**src/rtl/control_fsm.sv**
```systemverilog
`default_nettype none
// +--------------------------------------------------------------------------+
// | Module   : control_fsm                                                   |
// | Purpose  : Multi-cycle instruction sequencer for the 16-bit core. Walks  |
// |            FETCH -> DECODE -> optional IMM/MEM/EXEC/WB per instruction   |
// |            and drives the PC, memory and write-back strobes.             |
// | Ports    : clk, reset_n (async, active-low), run (fetch enable),         |
// |            IR[15:0] (opcode in IR[15:12])                                |
// |            PC side : writePC, writeRA, PCsrc, ImRPC, restore,            |
// |                      conditionalBop                                      |
// |            Memory  : Memsrc, MemR1, MemR2, MemW1 (tied 0), MemW2         |
// |            WB      : regWrite, aluSrc, memToReg                          |
// |            Status  : halted, illegal (1-cycle pulse), instrCount[15:0]   |
// | Revision : 1.0 - initial release                                         |
// +--------------------------------------------------------------------------+
module control_fsm (
    input  logic        clk,
    input  logic        reset_n,
    input  logic        run,
    input  logic [15:0] IR,
    output logic        writePC,
    output logic        writeRA,
    output logic        PCsrc,
    output logic        ImRPC,
    output logic        restore,
    output logic        Memsrc,
    output logic        MemR1,
    output logic        MemR2,
    output logic        MemW1,
    output logic        MemW2,
    output logic        conditionalBop,
    output logic        regWrite,
    output logic        aluSrc,
    output logic        memToReg,
    output logic        halted,
    output logic        illegal,
    output logic [15:0] instrCount
);

    localparam logic [2:0] c_ST_FETCH  = 3'd0;
    localparam logic [2:0] c_ST_DECODE = 3'd1;
    localparam logic [2:0] c_ST_IMM    = 3'd2;
    localparam logic [2:0] c_ST_MEM    = 3'd3;
    localparam logic [2:0] c_ST_EXEC   = 3'd4;
    localparam logic [2:0] c_ST_WB     = 3'd5;
    localparam logic [2:0] c_ST_HALT   = 3'd6;

    localparam logic [3:0] c_OP_NOP    = 4'h0;
    localparam logic [3:0] c_OP_ALUR   = 4'h1;
    localparam logic [3:0] c_OP_ALUI   = 4'h2;
    localparam logic [3:0] c_OP_LOAD   = 4'h3;
    localparam logic [3:0] c_OP_STORE  = 4'h4;
    localparam logic [3:0] c_OP_BRANCH = 4'h5;
    localparam logic [3:0] c_OP_JUMP   = 4'h6;
    localparam logic [3:0] c_OP_CALL   = 4'h7;
    localparam logic [3:0] c_OP_RET    = 4'h8;
    localparam logic [3:0] c_OP_HALT   = 4'hF;

    logic [2:0]  r_state;
    logic [2:0]  w_next_state;
    logic [3:0]  w_opcode;
    logic [15:0] r_instr_count;

    logic w_write_pc, w_write_ra, w_pc_src, w_imr_pc, w_restore;
    logic w_mem_src, w_mem_r1, w_mem_r2, w_mem_w2, w_cond_bop;
    logic w_reg_write, w_alu_src, w_mem_to_reg, w_halted, w_illegal;
    logic w_count_en;

    assign w_opcode = IR[15:12];

    always_ff @(posedge clk or negedge reset_n) begin
        if (!reset_n) begin
            r_state <= c_ST_FETCH;
        end else begin
            r_state <= w_next_state;
        end
    end

    always_comb begin
        w_next_state = r_state;
        w_write_pc   = 1'b0;
        w_write_ra   = 1'b0;
        w_pc_src     = 1'b0;
        w_imr_pc     = 1'b0;
        w_restore    = 1'b0;
        w_mem_src    = 1'b0;
        w_mem_r1     = 1'b0;
        w_mem_r2     = 1'b0;
        w_mem_w2     = 1'b0;
        w_cond_bop   = 1'b0;
        w_reg_write  = 1'b0;
        w_alu_src    = 1'b0;
        w_mem_to_reg = 1'b0;
        w_halted     = 1'b0;
        w_illegal    = 1'b0;
        case (r_state)
            c_ST_FETCH: begin
                if (run) begin
                    w_mem_r1     = 1'b1;
                    w_next_state = c_ST_DECODE;
                end
            end
            c_ST_DECODE: begin
                case (w_opcode)
                    c_OP_NOP: begin
                        w_write_pc   = 1'b1;
                        w_next_state = c_ST_FETCH;
                    end
                    c_OP_ALUR:   w_next_state = c_ST_WB;
                    c_OP_ALUI,
                    c_OP_BRANCH,
                    c_OP_JUMP,
                    c_OP_CALL:   w_next_state = c_ST_IMM;
                    c_OP_LOAD,
                    c_OP_STORE:  w_next_state = c_ST_MEM;
                    c_OP_RET: begin
                        w_restore    = 1'b1;
                        w_write_pc   = 1'b1;
                        w_next_state = c_ST_FETCH;
                    end
                    c_OP_HALT:   w_next_state = c_ST_HALT;
                    default: begin
                        // 0x9..0xE: retire as a NOP and flag it
                        w_write_pc   = 1'b1;
                        w_illegal    = 1'b1;
                        w_next_state = c_ST_FETCH;
                    end
                endcase
            end
            c_ST_IMM: begin
                // Second instruction word goes into ImR via read port 2
                w_mem_r2     = 1'b1;
                w_next_state = (w_opcode == c_OP_ALUI) ? c_ST_WB : c_ST_EXEC;
            end
            c_ST_MEM: begin
                w_mem_src = 1'b1;
                if (w_opcode == c_OP_LOAD) begin
                    w_mem_r2     = 1'b1;
                    w_next_state = c_ST_WB;
                end else begin
                    w_mem_w2     = 1'b1;
                    w_write_pc   = 1'b1;
                    w_next_state = c_ST_FETCH;
                end
            end
            c_ST_EXEC: begin
                w_write_pc   = 1'b1;
                w_pc_src     = 1'b1;
                w_imr_pc     = 1'b1;
                w_cond_bop   = (w_opcode == c_OP_BRANCH);
                w_write_ra   = (w_opcode == c_OP_CALL);
                w_next_state = c_ST_FETCH;
            end
            c_ST_WB: begin
                w_reg_write  = 1'b1;
                w_write_pc   = 1'b1;
                // ALU-imm skips the immediate word: PC+2
                w_alu_src    = (w_opcode == c_OP_ALUI);
                w_imr_pc     = (w_opcode == c_OP_ALUI);
                w_mem_to_reg = (w_opcode == c_OP_LOAD);
                w_next_state = c_ST_FETCH;
            end
            c_ST_HALT: begin
                w_halted = 1'b1;
            end
            default: begin
                w_next_state = c_ST_FETCH;
            end
        endcase
    end

    // HALT retires in DECODE even though it never writes the PC
    assign w_count_en = w_write_pc ||
                        ((r_state == c_ST_DECODE) && (w_opcode == c_OP_HALT));

    always_ff @(posedge clk or negedge reset_n) begin
        if (!reset_n) begin
            r_instr_count <= 16'h0000;
        end else if (w_count_en) begin
            r_instr_count <= r_instr_count + 16'h0001;
        end
    end

    // Outputs are decoded from state plus live inputs, so they are masked
    // while reset is held to keep run=1 from leaking a FETCH strobe.
    assign writePC        = reset_n & w_write_pc;
    assign writeRA        = reset_n & w_write_ra;
    assign PCsrc          = reset_n & w_pc_src;
    assign ImRPC          = reset_n & w_imr_pc;
    assign restore        = reset_n & w_restore;
    assign Memsrc         = reset_n & w_mem_src;
    assign MemR1          = reset_n & w_mem_r1;
    assign MemR2          = reset_n & w_mem_r2;
    assign MemW1          = 1'b0;
    assign MemW2          = reset_n & w_mem_w2;
    assign conditionalBop = reset_n & w_cond_bop;
    assign regWrite       = reset_n & w_reg_write;
    assign aluSrc         = reset_n & w_alu_src;
    assign memToReg       = reset_n & w_mem_to_reg;
    assign halted         = reset_n & w_halted;
    assign illegal        = reset_n & w_illegal;
    assign instrCount     = r_instr_count;

endmodule
`default_nettype wire

```
**config.mk**
```make
export PLATFORM = sky130hd
export DESIGN_NAME = control_fsm
export DESIGN_NICKNAME = d
export VERILOG_FILES = /design/src/rtl/control_fsm.sv
export SDC_FILE = /design/constraint.sdc
export NUM_CORES = 1
export LEC_CHECK = 0
export ABC_AREA = 1
export CORE_ASPECT_RATIO = 1.75
export CORE_MARGIN = 10
export CORE_UTILIZATION = 47
export CTS_CLUSTER_SIZE = 40
export DETAILED_ROUTE_END_ITERATION = 12
export GPL_TIMING_DRIVEN = 1
export PLACE_DENSITY_LB_ADDON = 0.15
export SLEW_MARGIN = 40
export SYNTH_ARGS = -nofsm -noshare
export SYNTH_HDL_FRONTEND = slang
export SYNTH_SLANG_ARGS = --single-unit
export TNS_END_PERCENT = 10
```
**constraint.sdc**
```tcl
create_clock -name clk -period 4.15 [get_ports clk]
set_clock_uncertainty 0.2 [all_clocks]
set_input_delay 0.415 -clock clk [delete_from_list [all_inputs] [get_ports clk]]
set_output_delay 0.415 -clock clk [all_outputs]
set_load 0.02 [all_outputs]
```
==> results.sh <==
export IMPL_status="finished, final reports clean"
export IMPL_p_int_uw=262
export IMPL_antenna_found_initial=0
export IMPL_p_sw_uw=82.3
export IMPL_clock_root_buffer="clkbuf_8"
export IMPL_cp_arrival_ps=2470
export IMPL_rows=26
export IMPL_final_layout_size_suffix_gt1_frac=0.0423
export IMPL_clock_sinks=19
export IMPL_fmax_mhz=324
export IMPL_final_nets=281
export IMPL_layout_min_cycle_time_ps=3090
export IMPL_path_clk_slew_ps=70
export IMPL_track_usage=0.152
export IMPL_syn_inst=222
export IMPL_place_congestion=0.895
export IMPL_period_share=0.744
export IMPL_clock_latency_ps=260
export IMPL_num_vias=1565
export IMPL_drt_pass1_iter_count=4
export IMPL_wirelength_mm=4.11
export IMPL_hold_path_class="in -> async"
export IMPL_rsz0062_at_grt="no"
export IMPL_drc_errors=0
export IMPL_grt_overflow=0
export IMPL_ys_seq_area_frac=0.331
export IMPL_cts_hold_buf=0
export IMPL_port_buffers=37
export IMPL_area_growth_pct=30.1
export IMPL_ios=51
export IMPL_routed_via_density=5.43
export IMPL_die_w_um=61.8
export IMPL_finalSetupTns_ps=0
export IMPL_syn_avg_cell_area_um2=6.48
export IMPL_power_share_clock=0.393
export IMPL_power_density_nw_per_um2=184
export IMPL_setup_viol=0
export IMPL_holdWs_ps=390
export IMPL_worst_slew_pin_slew_ps=594
export IMPL_ctsResizeCount=0
export IMPL_start_kind="input pin"
export IMPL_finalHoldViolations=0
export IMPL_criticalPathCategory="in -> out"
export IMPL_relSlewSlack=0.603
export IMPL_core_area_um2=2930
export IMPL_syn_area_um2=1440
export IMPL_synth_distinct_cells=22
export IMPL_diodes=0
export IMPL_worstPathMaxFanout=18
export IMPL_die_area_um2=5760
export IMPL_synthesis_nets=242
export IMPL_critPathCaptureType="primary output"
export IMPL_utilization=0.639
export IMPL_maxCapViolations=0
export IMPL_swShare=0.239
export IMPL_dp_hpwl_mm=3.09
export IMPL_seq_power_share=0.538
export IMPL_comb_power_share=0.070
export IMPL_finalMaxSlewViolations=0
export IMPL_ir_worst_vdd_uv=205
export IMPL_cts_tree="yes"
export IMPL_start_util=0.491
export IMPL_post_cts_buffers=0
export IMPL_grt_max_degree=23
export IMPL_cts_buffer_depth=2
export IMPL_initialDrtViolationCount=53
export IMPL_ys_ff_latch=19
export IMPL_p_leak_uw=0.000862
export IMPL_mostFrequentLayoutCells="78 x nand2_1, 37 x clkdlybuf4s50_1, 30 x nor2_1, 24 x inv_1, 22 x nand4_1"
export IMPL_layout_commonest_cell="nand2_1"
export IMPL_drt_wirelength_per_cell_um=14.3
export IMPL_htree_num_levels=1
export IMPL_yosys_warnings=0
export IMPL_grt_first_pass_wirelength_mm=6.89
export IMPL_grt_pass1_vias=1534
export IMPL_fp_dieH_um=93.2
export IMPL_cp_required_ps=3530
export IMPL_cts_buffers=3
export IMPL_ant_nets=0
power groups by stage:
stage                     sequential, µW  clock (µW)  combinational [µW]
after floorplan                      189           0                9.81
after CTS                            185         138                24.4
after global routing                 185         146                27.3
after global placement               189           0                24.1
after detailed placement             189           0                24.2
final                                185         135                23.9
worst paths after layout:
kind,start,end,slack (ps),cells past startpoint
setup / recovery,IR[15],writePC,1060,6
hold reg to reg,instrCount[15],instrCount[15],400,2
max in group asynchronous,reset_n,instrCount[3],3140,2
min in group clk,instrCount[15],instrCount[15],400,2
hold / removal,reset_n,instrCount[9],390,2
setup reg to reg,r_state[1],instrCount[2],2190,7
critical path: stages:
cell and delay, ps:
clkdlybuf4s50_1 520, nor2_2 180, nand2_1 130, a21oi_4 520
a21oi_1 140, clkdlybuf4s50_1 570
stage by stage:
step | area (µm²) | std cells | setup WS (ps) | total power, µW
after global placement | 1820 | 284 | 1080 | 213
after CTS | 1870 | 288 | 1070 | 347
after floorplan | 1440 | 222 | 1680 | 199
final | 1870 | 288 | 1060 | 344
after detailed placement | 1820 | 284 | 1070 | 213
after global routing | 1870 | 288 | 936 | 358
synth_stat cells (all sizes together):
| cell | number | area, µm² |
|---|---|---|
| nor4 | 1 | 6.26 |
| nor2 | 31 | 119 |
| o21ai | 5 | 25.0 |
| conb | 1 | 3.75 |
| nand2 | 78 | 293 |
| xnor2 | 2 | 17.5 |
| ha | 1 | 12.5 |
| nor3 | 6 | 30.0 |
| xor2 | 5 | 43.8 |
| a21oi | 4 | 31.3 |
| dfrtp | 19 | 475 |
| nand3 | 17 | 108 |
| buf | 5 | 36.3 |
| o2111ai | 1 | 8.76 |
| nand4 | 22 | 138 |
| inv | 24 | 90.1 |
per-layer routing:
metal,GRT usage,part of all wire
met1,0.166,0.41
met2,0.267,0.52
met3,0.0366,0.054
met4,0.0524,0.016
met5,0,0
kinds of logic after synthesis:
logic type | after synthesis | share of synthesized area
buffers and inverters | 29 | 0.0879
DFF | 19 | 0.331
adders and majority gates | 1 | 0.00870
xor gates and xnor gates | 7 | 0.0426
AOI/OAI and AO/OA | 10 | 0.0453
other | 1 | 0.00261
and+or+nand+nor | 155 | 0.482
flip-flops by register name, summed over array words and instances, names as in the netlist:
name / flops
instrCount: 16
r_state: 3
layout make-up:
| type | instances | area [µm²] |
|---|---|---|
| Clock inverter | 1 | 7.51 |
| Sequential cell | 19 | 475 |
| Clock buffer | 3 | 41.3 |
| Tap cell | 28 | 35.0 |
| Inverter | 24 | 90.1 |
| Timing Repair Buffer | 39 | 385 |
| Fill cell | 263 | 1060 |
| Multi-Input combinational cell | 174 | 836 |
Note: power is estimated with default switching activity, not from simulation.
==> edit 1 (config.mk and constraints unchanged) <==
Reset style: synchronous (`reset_n`), changed in 2 clocked blocks. Comments in the files are not updated.
--- a/src/rtl/control_fsm.sv
+++ b/src/rtl/control_fsm.sv
@@ -69,5 +69,5 @@
     assign w_opcode = IR[15:12];
 
-    always_ff @(posedge clk or negedge reset_n) begin
+    always_ff @(posedge clk) begin
         if (!reset_n) begin
             r_state <= c_ST_FETCH;
@@ -174,5 +174,5 @@
                         ((r_state == c_ST_DECODE) && (w_opcode == c_OP_HALT));
 
-    always_ff @(posedge clk or negedge reset_n) begin
+    always_ff @(posedge clk) begin
         if (!reset_n) begin
             r_instr_count <= 16'h0000;
Behaviour: differs if reset_n is asserted again (counterexample within 4 cycles, from zero or initial values and one cycle with reset_n low); with reset_n held inactive, the same outputs for 10 cycles.
==> edit 1 against the unedited design <==
Maximum frequency grew 1.5%; routed wire length shrank 8.1%; global-route usage shrank 1.8 points; register-to-register slack gained 0.03 ns; die area shrank 0.89%; area after synthesis shrank 1.2%; final area shrank 2.4%; sequential cell count is the same; worst setup slack gained 0.045 ns; largest cell class unchanged.
Power is not compared: it rests on default switching activity, and its combinational part moved more than twofold at a synthesized area within 25%.
==> edit 1: results (changes against the unedited design) <==
| Metric | Value |
|---|---|
| Status | complete, no violations |
| GR Util met1 | 0.139 (-0.0269) |
| Max transition margin | 0.531 (-0.0718) |
| GRT met3 Usage | 0.0369 (+0.000350) |
| Net Count, Synth | 231 (-4.5%) |
| Hpwl dp | 2.91 mm (-6.1%) |
| Worst Hold Class | reg2reg |
| Largest net degree at the start of global routing | 24 (+4.3%) |
| Top FF cell, synth | dfxtp_1 |
| CP Data Arrival Time | 2.43 ns (-0.04 ns) |
| Layout cells sized above 1 | 0.130 (+0.0878) |
| First-pass GRT wire length | 6.15 mm (-11%) |
| # fillers | 282 (+7.2%) |
| Met3 WL | 209 microns (-5.0%) |
| FFs w/ async S/R, synth | 0 (-1.00) |
| GRT Total Usage | 0.134 (-0.0179) |
| Place WS | 1.10 ns (+0.0252 ns) |
| Register area share after synthesis | 0.268 (-0.0629) |
| Post-synth top cells | nand2_1 (37), nor2_1 (25), a21oi_1 (20), inv_1 (20), dfxtp_1 (19) |
| Cell variety after synth | 31 (+41%) |
| Critical Path Fanout Max | 17 (-1) |
| Number of port buffers | 37 (unchanged) |
| Final nets | 267 (-5.0%) |
| Via Count | 1500 (-4.2%) |
| Metal-1 WL | 1.42 mm (-15%) |
| Iteration-0 DRC Markers | 49 (-7.5%) |
| Vias in the first global route | 1427 (-7.0%) |
| ANT cells | 0 (unchanged) |
| Top cells by area, synth | dfxtp_1 (27%), nand2_1 (9.8%), nand4_1 (7.5%) |
| Met2 Usage GRT | 0.233 (-0.0344) |
| Gp weighted congestion | 0.826 (-7.7%) |
| Avg WL per Cell | 13.8 microns (-3.4%) |
## edit 1: cell count changes after synthesis, sizes merged, moves of 3 or more
cell / delta
nand2: -26
nand4: -5
a21oi: +17
dfxtp: +19
nand3: -6
xnor2: +3
dfrtp: -19
clkbuf: +3
## edit 1: critical path, stage by stage
cell and delay [ns]:
clkdlybuf4s50_1 0.50, nand2_2 0.14, clkinv_2 0.10, nand2_4 0.10
nand2_1 0.09, nor2_4 0.12, nand2_4 0.15, a21oi_1 0.18
clkdlybuf4s50_1 0.63
## edit 1: final timing paths
path / slack, ns / end / cells past startpoint / start
hold reg to reg: 0.33 / instrCount[15] / 2 / instrCount[15]
setup reg to reg: 2.22 / instrCount[0] / 8 / r_state[2]
hold / removal: 0.33 / instrCount[15] / 2 / instrCount[15]
setup / recovery: 1.11 / writePC / 9 / IR[12]
## edit 1: area by class of cell
cell class | count | area share
clock buffer | 4 | 0.0247
inverter | 23 | 0.0480
multi-input combinational | 162 | 0.493
sequential | 19 | 0.208
tap | 28 | 0.0192
timing repair buffer | 38 | 0.207
## edit 1: cells by family after synthesis
family | count (synthesis) | share of synthesized area
other cells | 1 | 0.00264
flops | 19 | 0.268
simple gates | 121 | 0.443
compound gates | 28 | 0.111
fa+ha+maj | 1 | 0.00881
xor+xnor | 11 | 0.0678
buf+inv | 30 | 0.0987
## edit 1: through the flow
stage | utilization | std cells | power (uW) | instance area [sq um] | hold slack, ns
3_3_place_gp | 0.608 | 270 | 292 | 1780 | 0.303
4_1_cts | 0.624 | 274 | 420 | 1830 | 0.336
6_report | 0.624 | 274 | 417 | 1830 | 0.329
2_1_floorplan | - | 211 | 268 | 1420 | 0.336
3_5_place_dp | 0.608 | 270 | 293 | 1780 | 0.327
5_1_grt | 0.624 | 274 | 438 | 1830 | 0.356
==> edit 2 (same flow settings) <==
Without the edit above. Put a register stage on the output `ImRPC`, with the module's reset. The value now appears one clock later. The other outputs are not delayed to match.
--- a/src/rtl/control_fsm.sv
+++ b/src/rtl/control_fsm.sv
@@ -187,5 +187,11 @@
     assign writeRA        = reset_n & w_write_ra;
     assign PCsrc          = reset_n & w_pc_src;
-    assign ImRPC          = reset_n & w_imr_pc;
+    always_ff @(posedge clk or negedge reset_n) begin
+        if (!reset_n) begin
+            ImRPC <= '0;
+        end else begin
+            ImRPC <= reset_n & w_imr_pc;
+        end
+    end
     assign restore        = reset_n & w_restore;
     assign Memsrc         = reset_n & w_mem_src;
Function: changed (a bounded check fails within 4 cycles, from zero or initial values and one cycle with reset_n low).
==> edit 2 against the unedited design <==
Cell count increased by 5.2%; routed wire length is 2.2% lower; sequential cell count up 1; total power increased by 1.9%; area after synthesis grew 3.5%; synthesized cell count shrank 0.45%; largest cell class unchanged; combinational power grew 14%; highest routed layer unchanged; clock power is 4% lower; final area grew 4.0%; count of clock-buffer cells in the layout is the same; die area grew 2.5%; worst setup slack gained 0.13 ns.
==> edit 2: results (changes against the unedited design) <==
| Metric | Value |
|---|---|
| Status | complete, no violations |
| ANT cells | 0 (unchanged) |
| First-pass GRT wire length | 6.95 mm (+0.90%) |
| Post-synth top cells | nand2_1 (72), nor2_1 (33), nand4_1 (22) |
| GR Util met1 | 0.133 (-0.0330) |
| Metal-1 WL | 1.52 mm (-8.7%) |
| Post-CTS setup buffers | 0 (unchanged) |
| Worst r2r dst | instrCount[13] |
| Final nets | 282 (+0.36%) |
| Hpwl dp | 3.14 mm (+1.5%) |
| Net Count, Synth | 241 (-0.41%) |
| CP Data Arrival Time | 2.34 ns (-0.13 ns) |
| Max incr delay on CP | 0.62 ns (+0.05 ns) |
| GRT met3 Usage | 0.0296 (-0.00696) |
| Met3 WL | 200 microns (-9.1%) |
| Top cells by area, synth | dfrtp_1 (34%), nand2_1 (18%), nand4_1 (9.3%) |
| Synth area leader | dfrtp_1 |
| Top sig layer | met4 |
| Clk pwr share | 0.367 (-0.026) |
| Worst r2r src | r_state[1] |
| Pleak | 0.000873 uW (+1.3%) |
| P_comb | 27.2 uW (+14%) |
| WL met2 | 2.23 mm (+3.8%) |
| Clock root buffer | clkbuf_8 |
| Cell variety after synth | 26 (+18%) |
| Initial antenna violation count | 0 (unchanged) |
| Longest Clk Path Bufs | 2 (unchanged) |
| Register area share after synthesis | 0.336 (+0.00569) |
| Layout cells sized above 1 | 0.119 (+0.0769) |
| H-tree depth | 1 (unchanged) |
| # fillers | 302 (+15%) |
| Worst Setup SP | IR[12] |
| Post-CTS sizing | 0 (unchanged) |
| Met2 Usage GRT | 0.284 (+0.0170) |
| Iteration-0 DRC Markers | 26 (-51%) |
| Worst reg2reg setup slack | 2.32 ns (+0.13 ns) |
| Vias in the first global route | 1542 (+0.52%) |
| Worst-path clk slew | 0.07 ns (about the same) |
| Final wirelength | 4.02 mm (-2.2%) |
| Worst Reg-to-Reg Cells | 7 (unchanged) |
| Gp weighted congestion | 0.879 (-1.8%) |
| Vias/cell | 5.14 (-5.5%) |
| GRT Total Usage | 0.140 (-0.0115) |
| CP top delay family | buffers and inverters |
| Clk Latency, worst-skew pair | 0.26 ns (about the same) |
| Largest net degree at the start of global routing | 19 (-17%) |
| Min setup slack post-route | 1.20 ns (+0.134 ns) |
| CTS buffer count | 3 (unchanged) |
| P_sw | 80.8 uW (-1.8%) |
| Router iterations before antenna repair | 4 (unchanged) |
| Worst ir drop on vdd | 122 uV (-41%) |
==> edit 2: logic make-up (layout without fill, tap and decap cells) <==
logic type      Yosys count  after routing  share of synthesized area
flops                    20             20                      0.336
buf+inv                  23             62                     0.0715
xor+xnor                  7              7                     0.0412
other cells               1              1                    0.00252
fa+ha+maj                 1              1                    0.00841
compound gates            9              9                     0.0395
simple gates            160            160                      0.500
==> edit 2: per-stage QoR <==
stage	hold slack (ns)	instance area [sq um]	instances	total power, uW
6_report	0.276	1950	303	351
5_1_grt	0.297	1950	303	366
4_1_cts	0.284	1950	303	355
3_5_place_dp	0.376	1900	300	226
3_3_place_gp	0.376	1900	300	226
2_1_floorplan	-0.0806	1490	221	210
==> edit 2: layout make-up <==
type / count / share of cell area
multi-input combinational: 178 / 0.453
timing repair buffer: 41 / 0.206
sequential: 20 / 0.257
clock buffer: 3 / 0.0212
inverter: 18 / 0.0354
tap: 43 / 0.0277
